## config.mk

```make
export PLATFORM = sky130hd
export DESIGN_NAME = instr_fetch_unit
export DESIGN_NICKNAME = d
export VERILOG_FILES = /design/src/rtl/instr_fetch_unit.sv
export SDC_FILE = /design/constraint.sdc
export NUM_CORES = 1
export LEC_CHECK = 0
export CELL_PAD_IN_SITES_DETAIL_PLACEMENT = 0
export CELL_PAD_IN_SITES_GLOBAL_PLACEMENT = 1
export CORE_MARGIN = 1.5
export CORE_UTILIZATION = 35
export DETAILED_ROUTE_END_ITERATION = 6
export PLACE_DENSITY_LB_ADDON = 0.1
export SETUP_SLACK_MARGIN = 0.1
export SLEW_MARGIN = 0
export SYNTH_ARGS = -nofsm -noshare
export SYNTH_HDL_FRONTEND = slang
export SYNTH_SLANG_ARGS = --single-unit
```

## constraint.sdc

```tcl
create_clock -name clk -period 6.65 [get_ports clk]
set_input_delay 0.665 -clock clk [delete_from_list [all_inputs] [get_ports clk]]
set_output_delay 0.665 -clock clk [all_outputs]
set_load 0.03 [all_outputs]
```

## src/rtl/instr_fetch_unit.sv

```systemverilog
// Instruction fetch unit: owns the PC, issues word addresses to instruction memory,
// waits a fixed latency, captures the IR and exposes its decoded fields.
module instr_fetch_unit #(
  parameter logic [31:0] RESET_PC    = 32'd0,
  parameter int unsigned MEM_LATENCY = 1,
  parameter int unsigned MEM_DEPTH   = 1024
) (
  input  logic        clk,
  input  logic        reset,
  input  logic        fetch_req,
  input  logic        redirect_valid,
  input  logic [31:0] redirect_pc,
  output logic [31:0] imem_addr,
  input  logic [31:0] imem_data,
  output logic        busy,
  output logic        ir_valid,
  output logic [31:0] ir,
  output logic [31:0] pc,
  output logic [31:0] pc_fetched,
  output logic [31:0] pc_plus1,
  output logic [5:0]  opcode,
  output logic [3:0]  rd,
  output logic [3:0]  rs1,
  output logic [3:0]  rs2,
  output logic [1:0]  mode,
  output logic [31:0] imm_sext,
  output logic [31:0] joff_sext,
  output logic        fault
);

  localparam int unsigned CNT_W = 4;
  localparam logic [31:0] DEPTH = 32'(MEM_DEPTH);

  typedef enum logic [1:0] {
    IDLE  = 2'd0,
    WAIT  = 2'd1,
    FAULT = 2'd2
  } state_t;

  state_t             state_q, state_d;
  logic [31:0]        pc_q, pc_d;
  logic [31:0]        addr_q, addr_d;
  logic [31:0]        ir_q, ir_d;
  logic [31:0]        pcf_q, pcf_d;
  logic               irv_q, irv_d;
  logic               busy_q, busy_d;
  logic               fault_q, fault_d;
  logic [CNT_W-1:0]   cnt_q, cnt_d;
  logic               pend_v_q, pend_v_d;
  logic [31:0]        pend_pc_q, pend_pc_d;

  // State and datapath registers
  always_ff @(posedge clk or posedge reset) begin
    if (reset) begin
      state_q   <= IDLE;
      pc_q      <= RESET_PC;
      addr_q    <= RESET_PC;
      ir_q      <= 32'd0;
      pcf_q     <= 32'd0;
      irv_q     <= 1'b0;
      busy_q    <= 1'b0;
      fault_q   <= 1'b0;
      cnt_q     <= '0;
      pend_v_q  <= 1'b0;
      pend_pc_q <= 32'd0;
    end else begin
      state_q   <= state_d;
      pc_q      <= pc_d;
      addr_q    <= addr_d;
      ir_q      <= ir_d;
      pcf_q     <= pcf_d;
      irv_q     <= irv_d;
      busy_q    <= busy_d;
      fault_q   <= fault_d;
      cnt_q     <= cnt_d;
      pend_v_q  <= pend_v_d;
      pend_pc_q <= pend_pc_d;
    end
  end

  // Next-state and next-register logic
  always_comb begin
    state_d   = state_q;
    pc_d      = pc_q;
    addr_d    = addr_q;
    ir_d      = ir_q;
    pcf_d     = pcf_q;
    irv_d     = 1'b0;
    busy_d    = busy_q;
    fault_d   = fault_q;
    cnt_d     = cnt_q;
    pend_v_d  = pend_v_q;
    pend_pc_d = pend_pc_q;

    case (state_q)
      IDLE: begin
        // A redirect wins over a fetch request in the same cycle
        if (redirect_valid) begin
          pc_d = redirect_pc;
        end else if (fetch_req) begin
          if (pc_q < DEPTH) begin
            addr_d  = pc_q;
            cnt_d   = CNT_W'(MEM_LATENCY);
            busy_d  = 1'b1;
            state_d = WAIT;
          end else begin
            fault_d = 1'b1;
            state_d = FAULT;
          end
        end
      end

      WAIT: begin
        cnt_d = cnt_q - CNT_W'(1);
        if (redirect_valid) begin
          pend_v_d  = 1'b1;
          pend_pc_d = redirect_pc;
        end
        if (cnt_q == CNT_W'(1)) begin
          ir_d     = imem_data;
          pcf_d    = addr_q;
          irv_d    = 1'b1;
          busy_d   = 1'b0;
          pend_v_d = 1'b0;
          state_d  = IDLE;
          // Most recent redirect (this cycle, else held) replaces sequential pc+1
          if (redirect_valid) begin
            pc_d = redirect_pc;
          end else if (pend_v_q) begin
            pc_d = pend_pc_q;
          end else begin
            pc_d = pc_q + 32'd1;
          end
        end
      end

      FAULT: begin
        busy_d = 1'b0;
      end

      default: begin
        state_d = IDLE;
      end
    endcase
  end

  assign imem_addr  = addr_q;
  assign busy       = busy_q;
  assign ir_valid   = irv_q;
  assign ir         = ir_q;
  assign pc         = pc_q;
  assign pc_fetched = pcf_q;
  assign fault      = fault_q;

  // Decoded fields; formats overlap and the control unit picks by opcode
  assign pc_plus1  = pcf_q + 32'd1;
  assign opcode    = ir_q[31:26];
  assign rd        = ir_q[25:22];
  assign rs1       = ir_q[21:18];
  assign rs2       = ir_q[17:14];
  assign mode      = ir_q[17:16];
  assign imm_sext  = {{16{ir_q[15]}}, ir_q[15:0]};
  assign joff_sext = {{6{ir_q[25]}}, ir_q[25:0]};

endmodule

```

==> Implementation_results.wiki, run 1 <==
{| class="wikitable"
! Metric !! Value
|-
| Run status || finished, final reports clean
|-
| Total power per unit cell area || 392 mW/mm^2
|-
| Final Cycle Share || 0.563
|-
| Worst min-delay path class || flop to flop
|-
| Clk_skew || 0.0149 ns
|-
| TritonCTS clock tree || done
|-
| Critical path required time || 5.98 ns
|-
| RSZ-0062 raised after global routing || false
|-
| Number of antenna violations at the first check in global routing || 0
|-
| Net Count, Synth || 858
|-
| Primary flip-flop cell chosen by synthesis mapping || sky130_fd_sc_hd__dfrtp_1
|-
| LEAKAGE || 0.00519 uW
|-
| Highest clock frequency the design can meet || 0.267 GHz
|-
| Area enclosed by the die boundary || 0.0261 sq mm
|-
| Count of flip-flops with a built-in enable after synthesis || 0
|-
| Sum Neg Setup Slack || 0 ns
|-
| CP arrival || 3.08 ns
|-
| Clock Root Buffer || sky130_fd_sc_hd__clkbuf_16
|-
| Type of the setup path with the least slack || flop to output pin
|-
| Post-synthesis area per instance || 11.3 sq um
|-
| Fraction of the mapped netlist area in compound gates || 0.0744
|-
| Slew of the pin with the lowest slew margin || 1.24 ns
|-
| Simple logic cell fraction of the synthesized area || 0.143
|-
| Max-cap violations || 0
|-
| Number of setup buffers added after CTS || 0
|-
| Final Max Slew Viols || 0
|-
| Yosys warning total || 0
|-
| Antenna violation net count after detailed routing || 0
|-
| Vias in the first global route || 6,554
|-
| Critical path capture point type || output pin
|-
| Cts bufs inserted || 17
|-
| Share of cells above drive strength 1 || 0.160
|-
| Std-Cell Rows || 57
|-
| Number of buffer cells added on primary ports || 314
|-
| Global routing usage summed across all routing layers || 0.189
|-
| Dominant combinational cell family by area after synthesis || simple AND/OR/NAND/NOR gates
|-
| Horiz. Die Dim || 162 microns
|-
| Number of distinct library cell variants in the gate-level netlist after synthesis || 58
|-
| Count of mapped cells out of synthesis || 783
|-
| Final core utilization || 0.497
|-
| # diodes || 0
|-
| Initial Utilization || 0.359
|-
| Final setup violation count || 0
|-
| Clock insertion delay at the later pin of the skew report || 0.44 ns
|-
| Post-synthesis mux area share || 0.138
|-
| H-tree depth reported by CTS || 4
|-
| Iter 0 DRT Violations || 384
|-
| Cell area after synthesis || 0.00881 sq mm
|-
| Number of storage elements in the synthesis netlist || 170
|-
| Routed wirelength normalized by instance count || 18.3 microns
|-
| Routed wire length || 24,600 microns
|-
| Die Y-Extent || 162 microns
|-
| Number of design rule violations left after detail routing || 0
|-
| Number of primary I/O pins || 315
|-
| Relative slew margins || 0.169
|-
| Standard cell core area || 0.0245 sq mm
|-
| Number of sinks handled by clock tree synthesis || 170
|-
| Pin count of the biggest net entering global routing || 83
|-
| Peak fanout along the critical path || 8
|-
| Final net count || 1,078
|-
| Cts hold-fix bufs || 0
|-
| Max IR drop VDD || 0.288 mV
|-
| Total via count in the routed design || 6,725
|-
| Worst-case clock buffer depth || 2
|-
| Min Tclk post-route || 3.74 ns
|-
| Aggregate global routing overflow || 0
|-
| Synth async-reset ratio || 1.00
|-
| Share of synthesized area occupied by flip-flops and latches || 0.483
|-
| Startpoint kind of the worst setup timing path || flop
|-
| Clock transition time at the flip-flop clock pins of the worst setup and hold paths || 0.08 ns
|-
| First-pass GRT wire length || 38,500 microns
|-
| Final hold violation count || 0
|-
| Area added between synthesis and finish || 38.3%
|-
| Placer's final routability congestion estimate || 0.809
|-
| Number of instances resized during post-cts repair || 0
|-
| 1st-pass router iterations || 4
|-
| Share of the synthesized netlist area taken by xor and xnor gates || 0.0537
|-
| Detailed Place HPWL || 17,500 microns
|-
| Adder and majority cell fraction of the synthesized area || 0.00994
|-
| Ratio of routed vias to standard cells || 5.02
|}
-- Yosys cell counts (5+ instances only) --
cell type / count / area [sq um]
sky130_fd_sc_hd__buf_2: 8 / 40.0
sky130_fd_sc_hd__buf_4: 89 / 668
sky130_fd_sc_hd__nand2_1: 47 / 176
sky130_fd_sc_hd__inv_1: 12 / 45.0
sky130_fd_sc_hd__a21oi_1: 15 / 75.1
sky130_fd_sc_hd__xnor2_1: 40 / 350
sky130_fd_sc_hd__dfrtp_1: 170 / 4250
sky130_fd_sc_hd__o21ai_1: 6 / 30.0
sky130_fd_sc_hd__nor2b_1: 24 / 150
sky130_fd_sc_hd__o21ai_0: 31 / 155
sky130_fd_sc_hd__nand3_1: 27 / 135
sky130_fd_sc_hd__a31oi_1: 5 / 31.3
sky130_fd_sc_hd__nand4_1: 12 / 75.1
sky130_fd_sc_hd__a222oi_1: 7 / 70.1
sky130_fd_sc_hd__nor2_1: 31 / 116
sky130_fd_sc_hd__ha_1: 7 / 87.6
sky130_fd_sc_hd__a221o_1: 5 / 50.1
sky130_fd_sc_hd__xor2_1: 14 / 123
sky130_fd_sc_hd__and4_1: 9 / 78.8
sky130_fd_sc_hd__and3_1: 18 / 113
sky130_fd_sc_hd__and2_1: 5 / 31.3
sky130_fd_sc_hd__a221oi_1: 10 / 87.6
sky130_fd_sc_hd__nor3_1: 10 / 50.1
sky130_fd_sc_hd__clkbuf_1: 16 / 60.1
sky130_fd_sc_hd__mux2_2: 105 / 1180
-- metrics by stage --
stage / setup WS [ns] / area, sq um / hold WS [ns] / std cells / power (uW)
final: 2.91 / 12200 / 0.489 / 1340 / 4770
after global routing: 2.62 / 12200 / 0.519 / 1340 / 5010
after CTS: 2.86 / 12200 / 0.493 / 1340 / 4830
after detailed placement: 2.80 / 11600 / 0.471 / 1308 / 3830
after global placement: 2.85 / 11600 / 0.462 / 1308 / 3820
after floorplan: 1.38 / 8810 / 0.471 / 783 / 3130
-- sequential cells by signal, indices dropped and copies added (netlist names) --
name and flops:
cnt_q 4, state_q 2, imem_addr 32, pend_pc_q 32, pc_fetched 32, ir 32
pc 32, pend_v_q 1, busy 1, ir_valid 1, fault 1
-- cell type report --
cell class	count	area [sq um]
repair buffers	322	3200
flip-flops and latches	170	4250
clock inverters	15	154
well taps	324	405
fillers	2308	12300
clock buffers	17	425
inverters	12	50.0
multi-input cells	480	3690
-- where the power goes --
part	leakage, uW	switching (uW)	internal, uW
logic	0.00265	1180	941
clock network	0.000280	482	500
registers	0.00226	376	1300
total	0.00519	2040	2740
-- logic make-up (layout without fill, tap and decap cells) --
kind of cell / count (synthesis) / after routing
and+or+nand+nor: 213 / 213
xor gates and xnor gates: 54 / 54
AOI/OAI and AO/OA: 98 / 98
adders and majority gates: 7 / 7
muxes: 108 / 108
buffers and inverters: 133 / 366
DFF: 170 / 170
-- critical path, cell delays in order, from the launching register on --
cell	delay [ns]
sky130_fd_sc_hd__dfrtp_1	0.42
sky130_fd_sc_hd__ha_1	0.23
sky130_fd_sc_hd__and4_1	0.26
sky130_fd_sc_hd__and3_1	0.41
sky130_fd_sc_hd__and4_1	0.35
sky130_fd_sc_hd__nand4_1	0.13
sky130_fd_sc_hd__xnor2_1	0.15
sky130_fd_sc_hd__clkdlybuf4s50_1	0.69
-- per-layer routing --
metal  vias up  track usage  routed length [microns]
li1       3145            -                        -
met1      3334        0.240                    10600
met2       219        0.326                    12300
met3        27       0.0352                     1240
met4         0       0.0580                      412
met5         -            0                        0
-- placed cells by master, fill, tap and decap left out, types with 4 or more instances in the layout --
master	count
sky130_fd_sc_hd__clkdlybuf4s50_1	314
sky130_fd_sc_hd__dfrtp_1	170
sky130_fd_sc_hd__mux2_2	105
sky130_fd_sc_hd__nand2_1	47
sky130_fd_sc_hd__xnor2_1	40
sky130_fd_sc_hd__nor2_1	31
sky130_fd_sc_hd__o21ai_0	30
sky130_fd_sc_hd__nand3_1	27
sky130_fd_sc_hd__nor2b_1	24
sky130_fd_sc_hd__and3_1	18
sky130_fd_sc_hd__clkbuf_16	17
sky130_fd_sc_hd__a21oi_1	15
sky130_fd_sc_hd__xor2_1	14
sky130_fd_sc_hd__nand4_1	12
sky130_fd_sc_hd__inv_1	11
sky130_fd_sc_hd__nor3_1	10
sky130_fd_sc_hd__a221oi_1	10
sky130_fd_sc_hd__and4_1	9
sky130_fd_sc_hd__buf_4	8
sky130_fd_sc_hd__a222oi_1	7
sky130_fd_sc_hd__ha_1	7
sky130_fd_sc_hd__o21ai_1	6
sky130_fd_sc_hd__a221o_1	5
sky130_fd_sc_hd__a31oi_1	5
sky130_fd_sc_hd__and2_1	5
sky130_fd_sc_hd__nor4_1	4
sky130_fd_sc_hd__nor4_4	4
sky130_fd_sc_hd__inv_6	4
sky130_fd_sc_hd__inv_8	4
-- worst paths after layout --
path / start / endpoint / slack [ns] / cells after the start
max in group asynchronous: reset / pc_fetched[22] / 4.70 / 3
hold / removal: fault / fault / 0.49 / 1
hold reg to reg: fault / fault / 0.49 / 1
setup reg to reg: state_q[1] / pc[27] / 3.08 / 7
min in group asynchronous: reset / ir[23] / 0.76 / 2
setup / recovery: pc_fetched[1] / pc_plus1[26] / 2.91 / 7
No activity file was read; power rests on OpenSTA's default activity.
==> inputs of run 2 (changes only) <==
--- a/config.mk
+++ b/config.mk
@@ -8,7 +8,7 @@
 export CELL_PAD_IN_SITES_DETAIL_PLACEMENT = 0
 export CELL_PAD_IN_SITES_GLOBAL_PLACEMENT = 1
 export CORE_MARGIN = 1.5
-export CORE_UTILIZATION = 35
+export CORE_UTILIZATION = 31
 export DETAILED_ROUTE_END_ITERATION = 6
 export PLACE_DENSITY_LB_ADDON = 0.1
 export SETUP_SLACK_MARGIN = 0.1
==> constraint.sdc (replaced) <==
create_clock -name clk -period 3.3 [get_ports clk]
set_input_delay 0.33 -clock clk [delete_from_list [all_inputs] [get_ports clk]]
set_output_delay 0.33 -clock clk [all_outputs]
set_load 0.03 [all_outputs]
==> run 2 against run 1 <==
Compared with the run above: first-iteration DRC count decreased by 13%; total power up 110%; via count grew 0.16%; global-route usage down 1.3 points; non-clock buffer count up 11; die area grew 13%; worst hold slack worse by 0.0078 ns; clock skew decreased by 0.0025 ns; sequential power is 100% higher; critical path depth did not move; core utilization down 4.9 points; wire length up 5.2%.
==> Implementation_results.wiki, run 2 (synthesis results as in run 1) <==
{| class="wikitable"
! Metric !! Value
|-
| Run status || finished, final reports clean
|-
| Launch point of the worst reg-to-reg path || pc[0]
|-
| LEAKAGE || 0.00550 uW (+5.9%)
|-
| 1st-pass router iterations || 7 (+3)
|-
| Final Max Slew Viols || 0 (unchanged)
|-
| Total power per unit cell area || 794 mW/mm^2 (+100%)
|-
| Number of antenna violations at the first check in global routing || 0 (unchanged)
|-
| Area enclosed by the die boundary || 0.0295 sq mm (+13%)
|-
| Critical path capture point type || output pin
|-
| RSZ-0062 raised after global routing || false
|-
| Global routing usage summed across all routing layers || 0.175 (-0.0135)
|-
| Startpoint kind of the worst setup timing path || flop
|-
| Horiz. Die Dim || 172 microns (+6.1%)
|-
| Fill count || 2,657 (+15%)
|-
| Final hold slack || 0.482 ns (-0.00782 ns)
|-
| Sequence of cells on the critical path || ha_1 -> and4_1 -> and3_1 -> buf_4 -> nand3_1 -> xnor2_1 -> clkdlybuf4s50_1
|-
| Critical register-to-register path endpoint || pc[26]
|-
| Logic depth of the worst register-to-register path || 6 (-1)
|-
| Min Tclk post-route || 3.00 ns
|-
| CP peak stage delay || 0.69 ns (about the same)
|-
| Ratio of routed vias to standard cells || 4.79 (-4.5%)
|-
| Sum Neg Setup Slack || 0 ns (unchanged)
|-
| Final hold violation count || 0 (unchanged)
|-
| # diodes || 0 (unchanged)
|-
| Max IR drop VDD || 0.433 mV (+50%)
|-
| Final net count || 1,089 (+1.0%)
|-
| Slew of the pin with the lowest slew margin || 1.00 ns (-0.241 ns)
|-
| Reg-to-reg setup timing slack || 0.82 ns (-2.26 ns)
|-
| Area added between synthesis and finish || 41.5%
|-
| Detailed Place HPWL || 18,900 microns (+8.4%)
|-
| Die Y-Extent || 172 microns (+6.1%)
|-
| Routed wirelength normalized by instance count || 18.4 microns (+0.32%)
|-
| Worst-case clock buffer depth || 2 (unchanged)
|-
| Clock transition time at the flip-flop clock pins of the worst setup and hold paths || 0.07 ns (about the same)
|-
| Tot Pwr || 9900 uW (+110%)
|-
| Final Cycle Share || 0.909
|-
| Iter 0 DRT Violations || 336 (-13%)
|-
| Cts bufs inserted || 17 (unchanged)
|-
| CP arrival || 2.67 ns (-0.41 ns)
|-
| Standard cell core area || 0.0279 sq mm (+14%)
|-
| Clock Root Buffer || sky130_fd_sc_hd__clkbuf_16
|-
| Worst min-delay path class || input port to asynchronous set/reset pin
|-
| Vias in the first global route || 6,545 (-0.14%)
|-
| Number of buffer cells added on primary ports || 314 (unchanged)
|-
| Routed wire length || 25,800 microns (+5.2%)
|-
| Pin count of the biggest net entering global routing || 55 (-34%)
|-
| Clock insertion delay at the later pin of the skew report || 0.43 ns (about the same)
|-
| Number of primary I/O pins || 315 (unchanged)
|-
| First-pass GRT wire length || 39,300 microns (+2.0%)
|-
| Number of sinks handled by clock tree synthesis || 170 (unchanged)
|-
| CP max-delay cell || sky130_fd_sc_hd__clkdlybuf4s50_1
|-
| Critical path required time || 2.97 ns (-3.01 ns)
|-
| Number of design rule violations left after detail routing || 0 (unchanged)
|-
| TritonCTS clock tree || done
|-
| Antenna violation net count after detailed routing || 0 (unchanged)
|-
| Peak fanout along the critical path || 7 (-1)
|-
| Initial Utilization || 0.316 (-0.0429)
|-
| Area used by multi-input combinational logic || 0.00369 sq mm (unchanged)
|-
| Aggregate global routing overflow || 0 (unchanged)
|-
| Placer's final routability congestion estimate || 0.792 (-2.0%)
|-
| Relative slew margins || 0.331 (+0.162)
|-
| Share of cells above drive strength 1 || 0.168 (+0.00802)
|-
| Area occupied by registers || 0.00425 sq mm (unchanged)
|-
| Most common cell after layout, fill and taps aside || sky130_fd_sc_hd__clkdlybuf4s50_1
|-
| Max-cap violations || 0 (unchanged)
|-
| Cell Count Post-Placement || 1,373 (+5.0%)
|-
| Total via count in the routed design || 6,736 (+0.16%)
|-
| Commonest cells after routing, fill and taps aside || 303 x sky130_fd_sc_hd__clkdlybuf4s50_1, 170 x sky130_fd_sc_hd__dfrtp_1, 105 x sky130_fd_sc_hd__mux2_2
|-
| Highest clock frequency the design can meet || 0.333 GHz
|-
| Number of cells in the finished layout apart from fillers || 1,405 (+4.9%)
|-
| H-tree depth reported by CTS || 4 (unchanged)
|-
| Clk_skew || 0.0124 ns (-0.00251 ns)
|-
| Std-Cell Rows || 61 (+7.0%)
|-
| Type of the setup path with the least slack || flop to output pin
|-
| Final core utilization || 0.448 (-0.0490)
|-
| Final setup violation count || 0 (unchanged)
|}
## run 2: cell count changes in the layout (fill, tap and decap cells not counted), sizes merged
cell | before | now
buf | 8 | 19
inv | 19 | 17
dlymetal6s2s | 0 | 11
clkdlybuf4s50 | 314 | 303
bufinv | 0 | 4
clkbuf | 17 | 18
clkinv | 6 | 3
## run 2: area by class of cell
class | count | area share
Tap cell | 378 | 0.0379
Sequential cell | 170 | 0.341
Multi-Input combinational cell | 480 | 0.296
Clock inverter | 14 | 0.0168
Timing Repair Buffer | 333 | 0.270
Clock buffer | 18 | 0.0344
Inverter | 12 | 0.00391
## run 2: critical path, delay by kind of cell, from the launching register on
family / cells / cell delay [ns]
flops: 1 / 0.42
fa+ha+maj: 1 / 0.22
xor+xnor: 1 / 0.15
buf+inv: 2 / 0.86
simple gates: 3 / 0.59
## run 2: timing repair
item / 4_1_cts / 5_1_grt
hold buffers: 0 / 0
setup endpoints to repair: 0 / 11
setup buffers: 0 / 0
resized for setup: 0 / 11
## run 2: where the power goes
group | total [uW] | internal (uW) | switching, uW
sequential | 3350 | 2610 | 738
clock | 2210 | 1290 | 918
combinational | 4340 | 1910 | 2430
## run 2: worst max path at each step
stage,from,to,depth (start not counted)
2_1_floorplan,pc_fetched[1],pc_plus1[26],7
3_3_place_gp,pc_fetched[0],pc_plus1[26],7
3_5_place_dp,pc_fetched[1],pc_plus1[26],7
4_1_cts,pc_fetched[1],pc_plus1[26],7
5_1_grt,pc_fetched[1],pc_plus1[22],7
6_report,pc_fetched[1],pc_plus1[22],7
## run 2: layer usage
metal | part of all wire | track usage
met2 | 0.51 | 0.307
met3 | 0.060 | 0.0308
met4 | 0.012 | 0.0469
met1 | 0.42 | 0.221
met5 | 0 | 0
## run 2: metrics by stage
stage	instance area, sq um	setup WS [ns]
detailed placement	11800	0.597
finish	12500	0.300
CTS	12400	0.107
floorplan	8820	0.619
global placement	11800	0.610
global route	12500	0.120
